**src/rtl/bank_pkg.sv**
```systemverilog
// Shared constants for the bank request path: issue opcodes, line states
// and the index of each request source in the arbitration vectors.
package bank_pkg;

    localparam int NUM_SRC = 4;

    // Source indices; lower index wins when several compete.
    localparam int SRC_LF = 0;
    localparam int SRC_WB = 1;
    localparam int SRC_WR = 2;
    localparam int SRC_RD = 3;

    // Issue opcodes towards the SRAM controller.
    localparam logic [2:0] OP_WRITE = 3'd0;
    localparam logic [2:0] OP_READ  = 3'd1;
    localparam logic [2:0] OP_RD_LF = 3'd2;
    localparam logic [2:0] OP_WB    = 3'd3;

    // Cache line states carried in the dirty fields.
    localparam logic [1:0] ST_EMPTY = 2'd0;
    localparam logic [1:0] ST_SYNC  = 2'd1;
    localparam logic [1:0] ST_DIRTY = 2'd2;

endpackage : bank_pkg

```
**src/rtl/bank_age_arbiter.sv**
```systemverilog
// Fixed-priority arbiter (LF > WB > WR > RD) with per-source age counters.
// A source that has lost AGE_MAX accepting arbitrations becomes aged, and
// aged sources alone compete, which bounds starvation.
module bank_age_arbiter
    import bank_pkg::*;
#(
    parameter int AGE_W   = 3,
    parameter int AGE_MAX = 4
) (
    input  logic               clk_i,
    input  logic               rst_n_i,
    input  logic [NUM_SRC-1:0] valid,
    input  logic               load_en,
    output logic [NUM_SRC-1:0] grant
);

    logic [AGE_W-1:0]   age [NUM_SRC];
    logic [NUM_SRC-1:0] aged;
    logic [NUM_SRC-1:0] compete;

    // Decide which sources compete: aged ones if any exist, else all valid ones.
    always_comb begin
        // NOTE: every always_comb output gets a default first so no path leaves it unassigned (no latch).
        aged = '0;
        for (int i = 0; i < NUM_SRC; i++) begin
            aged[i] = valid[i] && (age[i] == AGE_W'(AGE_MAX));
        end
        compete = (|aged) ? aged : valid;
    end

    // Pick the lowest-index competitor as the one-hot grant.
    always_comb begin
        grant = '0;
        for (int i = 0; i < NUM_SRC; i++) begin
            if (compete[i] && (grant == '0)) begin
                grant[i] = 1'b1;
            end
        end
    end

    // Age each waiting source on every accepting cycle it loses; clear on win or idle.
    always_ff @(posedge clk_i or negedge rst_n_i) begin
        if (!rst_n_i) begin
            for (int i = 0; i < NUM_SRC; i++) begin
                age[i] <= '0;
            end
        end else begin
            for (int i = 0; i < NUM_SRC; i++) begin
                // NOTE: sequential state uses non-blocking assignments so all counters update from pre-edge values.
                if (valid[i] && load_en && !grant[i]) begin
                    if (age[i] != AGE_W'(AGE_MAX)) begin
                        age[i] <= age[i] + AGE_W'(1);
                    end
                end else if (!valid[i] || (grant[i] && load_en)) begin
                    age[i] <= '0;
                end
            end
        end
    end

endmodule : bank_age_arbiter

```
**src/rtl/bank_isu_scheduler.sv**
```systemverilog
// Issue scheduler: arbitrates line-fill, write-back, write and read requests
// into one registered issue entry towards the bank SRAM controller. The entry
// is held stable until the controller accepts it.
module bank_isu_scheduler
    import bank_pkg::*;
#(
    parameter int SWO_W   = 7,
    parameter int DATA_W  = 128,
    parameter int AGE_W   = 3,
    parameter int AGE_MAX = 4
) (
    input  logic              clk_i,
    input  logic              rst_n_i,
    // line-fill return
    input  logic              lf_valid_i,
    output logic              lf_ready_o,
    input  logic [SWO_W-1:0]  lf_swo_i,
    input  logic [1:0]        lf_ch_i,
    input  logic [2:0]        lf_rob_i,
    input  logic [1:0]        lf_dirty0_i,
    input  logic [1:0]        lf_dirty1_i,
    input  logic [DATA_W-1:0] lf_data0_i,
    input  logic [DATA_W-1:0] lf_data1_i,
    // write-back eviction
    input  logic              wb_valid_i,
    output logic              wb_ready_o,
    input  logic [SWO_W-1:0]  wb_swo_i,
    input  logic [1:0]        wb_dirty0_i,
    input  logic [1:0]        wb_dirty1_i,
    // write-buffer write
    input  logic              wr_valid_i,
    output logic              wr_ready_o,
    input  logic [SWO_W-1:0]  wr_swo_i,
    input  logic [7:0]        wr_wbuf_id_i,
    // xbar read
    input  logic              rd_valid_i,
    output logic              rd_ready_o,
    input  logic [SWO_W-1:0]  rd_swo_i,
    input  logic [1:0]        rd_ch_i,
    input  logic [2:0]        rd_rob_i,
    // issue port to SRAM controller
    output logic              isu_sc_valid_o,
    input  logic              isu_sc_ready_i,
    output logic [2:0]        isu_sc_opcode_o,
    output logic [SWO_W-1:0]  isu_sc_set_way_offset_o,
    output logic [1:0]        isu_sc_channel_id_o,
    output logic [2:0]        isu_sc_xbar_rob_num_o,
    output logic [7:0]        isu_sc_wbuffer_id_o,
    output logic [1:0]        isu_sc_cacheline_dirty_offset0_o,
    output logic [1:0]        isu_sc_cacheline_dirty_offset1_o,
    output logic [DATA_W-1:0] isu_sc_linefill_data_offset0_o,
    output logic [DATA_W-1:0] isu_sc_linefill_data_offset1_o
);

    logic               load_en;
    logic [NUM_SRC-1:0] valid;
    logic [NUM_SRC-1:0] grant;

    logic [2:0]         nxt_opcode;
    logic [SWO_W-1:0]   nxt_swo;
    logic [1:0]         nxt_ch;
    logic [2:0]         nxt_rob;
    logic [7:0]         nxt_wbuf_id;
    logic [1:0]         nxt_dirty0;
    logic [1:0]         nxt_dirty1;
    logic [DATA_W-1:0]  nxt_data0;
    logic [DATA_W-1:0]  nxt_data1;

    // The issue register may take a new entry when empty or being drained.
    assign load_en = ~isu_sc_valid_o | isu_sc_ready_i;

    assign valid[SRC_LF] = lf_valid_i;
    assign valid[SRC_WB] = wb_valid_i;
    assign valid[SRC_WR] = wr_valid_i;
    assign valid[SRC_RD] = rd_valid_i;

    bank_age_arbiter #(
        .AGE_W   (AGE_W),
        .AGE_MAX (AGE_MAX)
    ) u_arb (
        .clk_i   (clk_i),
        .rst_n_i (rst_n_i),
        .valid   (valid),
        .load_en (load_en),
        .grant   (grant)
    );

    assign lf_ready_o = grant[SRC_LF] & load_en;
    assign wb_ready_o = grant[SRC_WB] & load_en;
    assign wr_ready_o = grant[SRC_WR] & load_en;
    assign rd_ready_o = grant[SRC_RD] & load_en;

    // Select the winner's fields; fields a source does not own are zero.
    always_comb begin
        nxt_opcode  = OP_WRITE;
        nxt_swo     = '0;
        nxt_ch      = '0;
        nxt_rob     = '0;
        nxt_wbuf_id = '0;
        nxt_dirty0  = ST_EMPTY;
        nxt_dirty1  = ST_EMPTY;
        nxt_data0   = '0;
        nxt_data1   = '0;
        if (grant[SRC_LF]) begin
            nxt_opcode = OP_RD_LF;
            nxt_swo    = lf_swo_i;
            nxt_ch     = lf_ch_i;
            nxt_rob    = lf_rob_i;
            nxt_dirty0 = lf_dirty0_i;
            nxt_dirty1 = lf_dirty1_i;
            nxt_data0  = lf_data0_i;
            nxt_data1  = lf_data1_i;
        end else if (grant[SRC_WB]) begin
            nxt_opcode = OP_WB;
            nxt_swo    = wb_swo_i;
            nxt_dirty0 = wb_dirty0_i;
            nxt_dirty1 = wb_dirty1_i;
        end else if (grant[SRC_WR]) begin
            nxt_opcode  = OP_WRITE;
            nxt_swo     = wr_swo_i;
            nxt_wbuf_id = wr_wbuf_id_i;
        end else if (grant[SRC_RD]) begin
            nxt_opcode = OP_READ;
            nxt_swo    = rd_swo_i;
            nxt_ch     = rd_ch_i;
            nxt_rob    = rd_rob_i;
        end
    end

    // Issue valid: reset clears it at once, discarding any pending entry.
    always_ff @(posedge clk_i or negedge rst_n_i) begin
        if (!rst_n_i) begin
            isu_sc_valid_o <= 1'b0;
        end else if (load_en) begin
            isu_sc_valid_o <= |grant;
        end
    end

    // Issue fields: load from the winner on every accepted transfer.
    // NOTE: datapath fields are qualified by isu_sc_valid_o, so they carry no reset.
    always_ff @(posedge clk_i) begin
        if (load_en && (|grant)) begin
            isu_sc_opcode_o                  <= nxt_opcode;
            isu_sc_set_way_offset_o          <= nxt_swo;
            isu_sc_channel_id_o              <= nxt_ch;
            isu_sc_xbar_rob_num_o            <= nxt_rob;
            isu_sc_wbuffer_id_o              <= nxt_wbuf_id;
            isu_sc_cacheline_dirty_offset0_o <= nxt_dirty0;
            isu_sc_cacheline_dirty_offset1_o <= nxt_dirty1;
            isu_sc_linefill_data_offset0_o   <= nxt_data0;
            isu_sc_linefill_data_offset1_o   <= nxt_data1;
        end
    end

endmodule : bank_isu_scheduler
```
**config.mk**
```make
export PLATFORM = sky130hd
export DESIGN_NAME = bank_isu_scheduler
export DESIGN_NICKNAME = d
export VERILOG_FILES = /design/src/rtl/bank_pkg.sv /design/src/rtl/bank_age_arbiter.sv /design/src/rtl/bank_isu_scheduler.sv
export SDC_FILE = /design/constraint.sdc
export NUM_CORES = 1
export LEC_CHECK = 0
export CAP_MARGIN = 20
export CORE_AREA = 2 2 238 240
export CTS_CLUSTER_DIAMETER = 150
export DETAILED_ROUTE_END_ITERATION = 6
export DIE_AREA = 0 0 240 242
export PLACE_DENSITY = 0.48
export SLEW_MARGIN = 10
export SYNTH_ARGS = -nofsm -noshare
export SYNTH_HDL_FRONTEND = slang
export SYNTH_SLANG_ARGS = --single-unit
export TNS_END_PERCENT = 30
```
**constraint.sdc**
```tcl
create_clock -name clk_i -period 12.8 [get_ports clk_i]
set_input_delay 3.84 -clock clk_i [delete_from_list [all_inputs] [get_ports clk_i]]
set_output_delay 3.84 -clock clk_i [all_outputs]
set_load 0.01 [all_outputs]
```
==> results of run 1 <==
## layer usage
| metal | global-route usage, % | part of all wire (%) | vias up | routed length (µm) |
|---|---|---|---|---|
| met4 | 3.818 | 2.2 | 12 | 862 |
| met3 | 4.569 | 8.5 | 60 | 3362 |
| met2 | 23.22 | 51 | 319 | 20210 |
| li1 | - | - | 3805 | - |
| met1 | 14.98 | 38 | 3885 | 15130 |
| met5 | 0 | 0.20 | - | 81 |
## per-stage QoR
step / total power, mW / util [%] / hold slack, ns
after CTS: 2.596 / 35.12 / 0.5172
after detailed placement: 1.530 / 32.98 / 0.5101
after global routing: 2.653 / 35.12 / 0.5318
after global placement: 1.528 / 32.98 / 0.4869
after floorplan: 1.294 / - / 0.4780
final: 2.540 / 35.12 / 0.5109
## worst min path at each step
| stage | depth (start not counted) | endpoint | slack [ns] |
|---|---|---|---|
| after floorplan | 1 | u_arb.age[0]$_DFFE_PN0P_ | 0.48 |
| after global placement | 1 | u_arb.age[0]$_DFFE_PN0P_ | 0.49 |
| after detailed placement | 1 | u_arb.age[0]$_DFFE_PN0P_ | 0.51 |
| after CTS | 1 | u_arb.age[0]$_DFFE_PN0P_ | 0.52 |
| after global routing | 1 | u_arb.age[0]$_DFFE_PN0P_ | 0.53 |
| final | 1 | u_arb.age[0]$_DFFE_PN0P_ | 0.51 |
## cell usage in the layout, fill, tap and decap left out, drive strengths merged, types with 3 or more instances in the layout
master,n
a211o,7
a21oi,8
a22o,10
a32o,7
and2,258
and3,12
buf,4
bufinv,3
clkbuf,46
clkdlybuf4s50,603
clkinv,14
dfrtp,13
edfxtp,282
ha,8
inv,13
nand2,13
nand3,6
nor2,6
nor2b,8
nor3,4
o22ai,3
## flip-flops by register name (all words and copies together) (netlist names), 3 cells and up
| signal | cells |
|---|---|
| isu_sc_set_way_offset_o | 7 |
| isu_sc_xbar_rob_num_o | 3 |
| isu_sc_linefill_data_offset0_o | 128 |
| isu_sc_wbuffer_id_o | 8 |
| u_arb.age | 12 |
| isu_sc_linefill_data_offset1_o | 128 |
## report_power, final
group          switching (mW)  internal, mW
Combinational           0.137         0.212
Sequential             0.0176          1.14
Clock                   0.419         0.619
## kinds of logic after synthesis
kind of cell	after synthesis	synth area share, %
simple gates	316	16.72
flops	295	75.77
compound gates	51	3.666
buf+inv	46	2.760
fa+ha+maj	8	0.8626
mux	2	0.1833
other cells	1	0.03231
## area by class of cell
cell class	instances	share of cell area [%]
Tap cell	756	4.833
Multi-Input combinational cell	378	12.77
Clock buffer	46	5.121
Timing Repair Buffer	607	31.18
Clock inverter	20	0.9589
Inverter	11	0.2110
Sequential cell	295	44.93
## worst max-delay path: cells and delay by family
family | cells | cell delay (ns)
simple gates | 2 | 0.50
buf+inv | 2 | 1.16
compound gates | 1 | 0.51
==> impl.org, run 1 <==
** Timing
- Final worst setup slack :: 2.955 ns
- RSZ-0062 raised after global routing :: no
- The max-slew violation count is 0.
- Final total negative setup slack :: 0 ns
- Least-Margin Pin Slew :: 1.011 ns
- Final Hold Viols :: 0
- Part of the cycle the worst path needs :: 76.92%
- Setup-failing EPs final :: 0
- The smallest clock period supported by the final layout is computed as 9.845 ns.
- Based on the critical path, the design can be clocked at up to 101.6 MHz.
- Setup Skew :: 0.01623 ns
- The worst pin sits at a relative slew slack of 32.46%.

** Routing
- First DRT Iteration DRCs :: 388
- The routed layout has 8081 vias.
- Dividing the detail-routed wire length by the instance count gives 18.76 µm.
- After detailed routing, the number of remaining DRC violations is 0.
- Antenna Nets Post-Route :: 0
- Using the TritonRoute via totals, the vias-per-cell ratio works out to 3.824.
- Total iterations of the first detailed-routing run :: 4
- Summed over all layers, the routed wires come to 39650 µm.

** GRT
- The first global-routing pass estimated 56240 µm of wire.
- The via count of the first global-routing pass came to 8096.
- Total congestion overflow :: 0
- Combined global-route utilization of all metal layers :: 13.19%
- Initial antenna violation count :: 6
- Pin count of the biggest net entering global routing :: 178

** Power and ir drop
- The worst-case IR drop observed on VDD is 86.83 µV.
- Reported leakage power :: 7.100 nW
- Areal power density over the cells :: 129.8 nW/µm²

** Place
- Placed cell areas :: 18380 µm²
- Number of placed instances with taps included :: 2047
- Worst setup timing slack at the placement stage :: 2.968 ns
- Summed over all nets, the half-perimeter wirelength after detailed placement is 29040 µm.
- Final weighted congestion in routability-driven placement :: 0.8239
- Count of buffers from port buffering :: 603

** Worst setup path
- Worst setup endpoint :: wb_ready_o
- The worst register-to-register path ends at isu_sc_linefill_data_offset0_o[113]$_SDFFCE_PN0P_.
- The worst setup path is launched from an input port.
- R2R setup slack :: 9.74 ns
- The most critical setup path has its startpoint at wr_valid_i.
- At the worst endpoint, the required time is 8.96 ns.
- The startpoint identified for the worst register-to-register timing path is u_arb.age[0]$_DFFE_PN0P_.
- Kind of critical path :: input port to output port
- Cells along the critical path :: clkdlybuf4s50_1 > and3_1 > o32a_2 > nor2_1 > clkdlybuf4s50_1
- STA classifies the critical path endpoint as an output port.
- For this run, the slowest stage of the critical path takes 0.58 ns.
- Of all nets on the critical path, the largest fanout is 9.
- R2R cell count :: 7
- Worst path most repeated cell :: sky130_fd_sc_hd__clkdlybuf4s50_1
- Arrival time of the worst setup path :: 6.01 ns
- Slowest library cell on the worst path :: sky130_fd_sc_hd__clkdlybuf4s50_1

** Logic synthesis
- Counting every net in the synthesized netlist gives 1044.
- Most frequently used cell type in the post-synthesis netlist :: sky130_fd_sc_hd__edfxtp_1
- Sequential fraction of the synthesis area :: 75.77%
- Total of warnings raised by yosys :: 0
- After synthesis, the cell types taking the most area are sky130_fd_sc_hd__edfxtp_1 73%, sky130_fd_sc_hd__and2_1 14%, sky130_fd_sc_hd__dfrtp_1 2.8%.
- Summing every instance area after synthesis gives 11600 µm².
- Counting instances in the post-synthesis netlist gives the leading cell types as 282 x sky130_fd_sc_hd__edfxtp_1, 257 x sky130_fd_sc_hd__and2_1, 13 x sky130_fd_sc_hd__dfrtp_1, 13 x sky130_fd_sc_hd__nand2_1, 12 x sky130_fd_sc_hd__buf_6.
- In this run, distinct cell masters in the synthesized netlist total 45.
- Mean Syn Cell Area :: 16.14 µm²
- Synthesized flop and latch total :: 295
- Top-area cell type share of the netlist area :: 72.97%
- Number of synthesized flops with an enable pin :: 282
- Post-synth top flop :: sky130_fd_sc_hd__edfxtp_1
- Of all cell types, the one taking the most synthesized area is sky130_fd_sc_hd__edfxtp_1.
- For this run, asynchronously set or reset flops after synthesis account for 4.407%.
- In the synthesized netlist, the number of instances is 719.

** Clock tree
- In this run, post-CTS repair resized a total of 0 instances.
- The H-tree was split into 2 levels.
- Cell chosen for the clock root :: sky130_fd_sc_hd__clkbuf_16
- Cts-stage hold buffer count :: 0
- TritonCTS clock tree :: done
- Clock-pin slew was measured on the worst setup and hold paths at 0.05 ns.
- Number of buffers between clock root and the deepest sink :: 3
- Clock latency on the worst-skew pair, taken at its later pin, is 0.54 ns.
- TritonCTS sink count :: 295
- Number of buffers created by CTS :: 38
- The number of setup buffers added after CTS is 0.

** Cells and area
- Filler-free cell count of the finished design :: 2113
- The final layout contains 1656 nets.
- Multi-input combinational cell area :: 2499 µm²
- Proportion of layout cells with a drive suffix above 1 :: 4.716%
- Total non-filler cell area in the finished layout :: 19570 µm²
- Antenna Diode Count :: 0
- Area added between synthesis and finish :: 68.66%
- Across the whole layout, storage elements account for 8793 µm².
- The layout has 5511 filler cells.

** Floorplan
- Height of the die :: 242 µm
- The die is 240 µm wide.
- I/O pins :: 605
- Starting density of the core :: 20.82%
- Die ar. :: 58080 µm²
- Core outline area :: 55730 µm²
- The floorplan has 87 rows.

** Run
- Max Cap Violations :: 0

** Worst hold path
- Hold path startpoint :: u_arb.age[0]$_DFFE_PN0P_
- The worst hold path belongs to the class flip-flop to flip-flop.

** Status
- Outcome :: complete, no violations
Note: power is estimated with default switching activity, not from simulation.
==> run 2: changes to the inputs <==
--- a/config.mk
+++ b/config.mk
@@ -6,10 +6,10 @@
 export NUM_CORES = 1
 export LEC_CHECK = 0
 export CAP_MARGIN = 20
-export CORE_AREA = 2 2 238 240
+export CORE_AREA = 2 2 232 234
 export CTS_CLUSTER_DIAMETER = 150
 export DETAILED_ROUTE_END_ITERATION = 6
-export DIE_AREA = 0 0 240 242
+export DIE_AREA = 0 0 234 236
 export PLACE_DENSITY = 0.48
 export SLEW_MARGIN = 10
 export SYNTH_ARGS = -nofsm -noshare
==> constraint.sdc (replaced) <==
create_clock -name clk_i -period 10 [get_ports clk_i]
set_input_delay 3 -clock clk_i [delete_from_list [all_inputs] [get_ports clk_i]]
set_output_delay 3 -clock clk_i [all_outputs]
set_load 0.01 [all_outputs]
==> run 2 against run 1 <==
Net effect:
- global-route usage grew 0.95 points
- via count shrank 0.69%
- count of clock-buffer cells in the layout grew 3
- routed wire length grew 2.5%
- final cell count shrank 2.9%
- die area shrank 4.9%
- worst hold slack lost 0.0031 ns
- register-to-register slack lost 2.9 ns
- combinational power grew 29%
- clock power grew 15%
- largest power group unchanged
==> impl.org, run 2 (synthesized netlist as in run 1, its figures left out) <==
** Status
- The run finished with clean final reports.

** Routing
- The first detailed-routing pass took 4 iterations.
- Signal routing reaches up to met5.
- In the routed design, unresolved DRC markers number 0.
- Average wire per standard cell :: 19.81 µm
- Antenna Nets Post-Route :: 0
- Wire segments on met2 add up to 21120 µm in the final route.
- Total routed wirelength :: 40640 µm
- Using the TritonRoute via totals, the vias-per-cell ratio works out to 3.913.
- DR WL met3 :: 3865 µm
- Vias :: 8025
- For this block, wires on met1 add up to 14730 µm.
- In this run, the number of DRC markers left after iteration 0 of detailed routing was 388.

** Worst setup path
- On the worst path, the slowest cell contributes a delay of 0.58 ns.
- At the worst endpoint, the required time is 7.00 ns.
- Arrival time of the worst setup path :: 5.17 ns
- In this run the critical register-to-register path is launched from u_arb.age[6]$_DFFE_PN0P_.
- Capture point of the worst reg-to-reg path :: isu_sc_set_way_offset_o[0]$_DFFE_PP_
- The most numerous cell type found on the critical path is sky130_fd_sc_hd__clkdlybuf4s50_1.
- STA classifies the critical path endpoint as an output port.
- Of all nets on the critical path, the largest fanout is 9.
- The number of cells on the worst reg-to-reg path is 8.
- The signal on the critical path passes through clkdlybuf4s50_1 > and3_1 > o32a_2 > nor2_1 > clkdlybuf4s50_1.
- R2R setup slack :: 6.87 ns
- STA classifies the critical path startpoint as an input port.
- The critical path contains buffers and inverters numbering 2 combined.
- Slowest library cell on the worst path :: sky130_fd_sc_hd__clkdlybuf4s50_1
- Kind of critical path :: input port to output port
- Broken down by cell family, the worst path's largest delay share belongs to buffers and inverters.

** Cells and area
- Of the cells placed in the final design, the portion with a size suffix greater than 1 is 4.361%.
- The library cell used most frequently in the layout, excluding fill and tap cells, is sky130_fd_sc_hd__clkdlybuf4s50_1.
- Counting the fill cells in the layout gives 5161.
- After the last flow step, the layout net total stands at 1656.
- The largest registers in the layout are isu_sc_linefill_data_offset0_o: 128 flops, isu_sc_linefill_data_offset1_o: 128 flops, u_arb.age: 12 flops.
- Highest-count cells in the layout ignoring fill and taps :: 603 x sky130_fd_sc_hd__clkdlybuf4s50_1, 282 x sky130_fd_sc_hd__edfxtp_1, 257 x sky130_fd_sc_hd__and2_1
- Area added between synthesis and finish :: 66.78%
- Filler-free cell count of the finished design :: 2051

** Clock tree
- Number of H-tree levels :: 2
- TritonCTS clock tree :: done
- The number of gates resized after CTS was 0.
- TritonCTS sink count :: 295
- Buffers inserted to repair hold after CTS numbered 0.
- Buffers added to address setup during post-CTS repair amount to 0.
- The cell sitting at the root of the clock tree is a sky130_fd_sc_hd__clkbuf_16.
- Clock-pin slew was measured on the worst setup and hold paths at 0.05 ns.
- Clk Latency, worst-skew pair :: 0.53 ns
- Number of buffers between clock root and the deepest sink :: 3
- In this run, CTS created clock tree buffers numbering 36.

** Timing
- Total count of max-transition violations in the final report :: 0
- Final total negative setup slack :: 0 ns
- Least-Margin Pin Slew :: 1.034 ns
- RSZ-0062 raised after global routing :: no
- Setup Skew :: 0.007882 ns
- The worst path uses 81.65% of the clock period.
- The number of hold-slack violations in the final timing report came to 0.
- The worst path meets setup with 1.835 ns of slack.
- In this run the tightest slew margin relative to its limit is 30.90%.
- Time the final worst path needs with I/O delays and setup :: 8.165 ns
- Max Fclk :: 122.5 MHz
- Setup violations remaining at the end of the flow were counted as 0.

** Floorplan
- Height of the die :: 236 µm
- Starting density of the core :: 21.87%
- The total area inside the core boundary comes to 53070 µm².
- The die covers 55220 µm².
- Number of cell rows :: 85
- The die is 234 µm wide.
- I/O pins :: 605

** Place
- Once detailed placement completed, the half-perimeter wirelength came to 30360 µm.
- Input and output buffers added on the ports amount to 603.
- Final weighted congestion in routability-driven placement :: 0.8147
- At the placement stage, the worst setup path has a slack of 1.853 ns.
- Number of placed instances with taps included :: 1989

** GRT
- The first global-routing pass estimated 56890 µm of wire.
- Via count of the first global-routing pass :: 8109
- Total congestion overflow :: 0
- Combined global-route utilization of all metal layers :: 14.14%
- The number of antenna violations at the first check in global routing came to 3.
- Entering global routing, the biggest net connects 141 pins.

** Power and ir drop
- Reported leakage power :: 7.028 nW
- The design draws 3.131 mW.
- Maximum ir drop on the vdd rail :: 104.4 µV
- In this run the power density over the cells is 161.8 nW/µm².

** Worst hold path
- The path with the worst hold slack has its endpoint at u_arb.age[0]$_DFFE_PN0P_.
- The startpoint identified for the worst hold timing path is u_arb.age[0]$_DFFE_PN0P_.
- Hold Crit Class :: flip-flop to flip-flop
- Counting instances, the worst hold path has a depth of 1.

** Run
- Max Cap Violations :: 0
[run 2: worst reg2reg max path, cell delays in order (launching register included)]
cell,delay [ns]
sky130_fd_sc_hd__dfrtp_1,0.38
sky130_fd_sc_hd__inv_1,0.06
sky130_fd_sc_hd__ha_1,0.24
sky130_fd_sc_hd__and3_4,0.19
sky130_fd_sc_hd__o41ai_4,0.33
sky130_fd_sc_hd__buf_4,0.58
sky130_fd_sc_hd__buf_4,0.83
sky130_fd_sc_hd__a32o_1,0.28
sky130_fd_sc_hd__a211o_1,0.11
[run 2: how the worst max path moves through the flow]
stage / start / to / depth (start not counted)
2_1_floorplan: isu_sc_ready_i / isu_sc_cacheline_dirty_offset0_o[0]$_DFFE_PP_ / 3
3_3_place_gp: wr_valid_i / wb_ready_o / 5
3_5_place_dp: wr_valid_i / wb_ready_o / 5
4_1_cts: wr_valid_i / wb_ready_o / 5
5_1_grt: wr_valid_i / wb_ready_o / 5
6_report: wr_valid_i / wb_ready_o / 5
[run 2: report_power, final]
part / leakage [nW] / internal (mW) / total (mW) / switching (mW)
registers: 3.04 / 1.45 / 1.48 / 0.0225
clock network: 0.507 / 0.691 / 1.20 / 0.512
logic: 3.48 / 0.271 / 0.450 / 0.179
total: 7.03 / 2.42 / 3.13 / 0.714
[run 2: metrics by stage]
step / instance area [µm²] / util (%) / hold slack [ns]
2_1_floorplan: 11610 / - / 0.4780
3_3_place_gp: 18300 / 34.48 / 0.4873
3_5_place_dp: 18300 / 34.48 / 0.5009
4_1_cts: 19350 / 36.46 / 0.5078
5_1_grt: 19350 / 36.47 / 0.5428
6_report: 19350 / 36.47 / 0.5078
[run 2: cell type report]
cell class                      instances  area, µm²  share of cell area (%)
Sequential cell                       295       8793                   45.43
Timing Repair Buffer                  609       6093                   31.48
Multi-Input combinational cell        378       2499                   12.91
Clock buffer                           49      991.0                   5.120
Tap cell                              696      870.8                   4.499
Clock inverter                         11      61.31                  0.3168
Inverter                               11      41.29                  0.2133
Antenna cell                            2      5.005                 0.02586
[run 2: routing by layer]
layer,vias up,global-route usage (%)
met3,50,5.271
met1,3830,15.49
met4,4,4.124
li1,3802,-
met5,-,0
met2,339,25.21
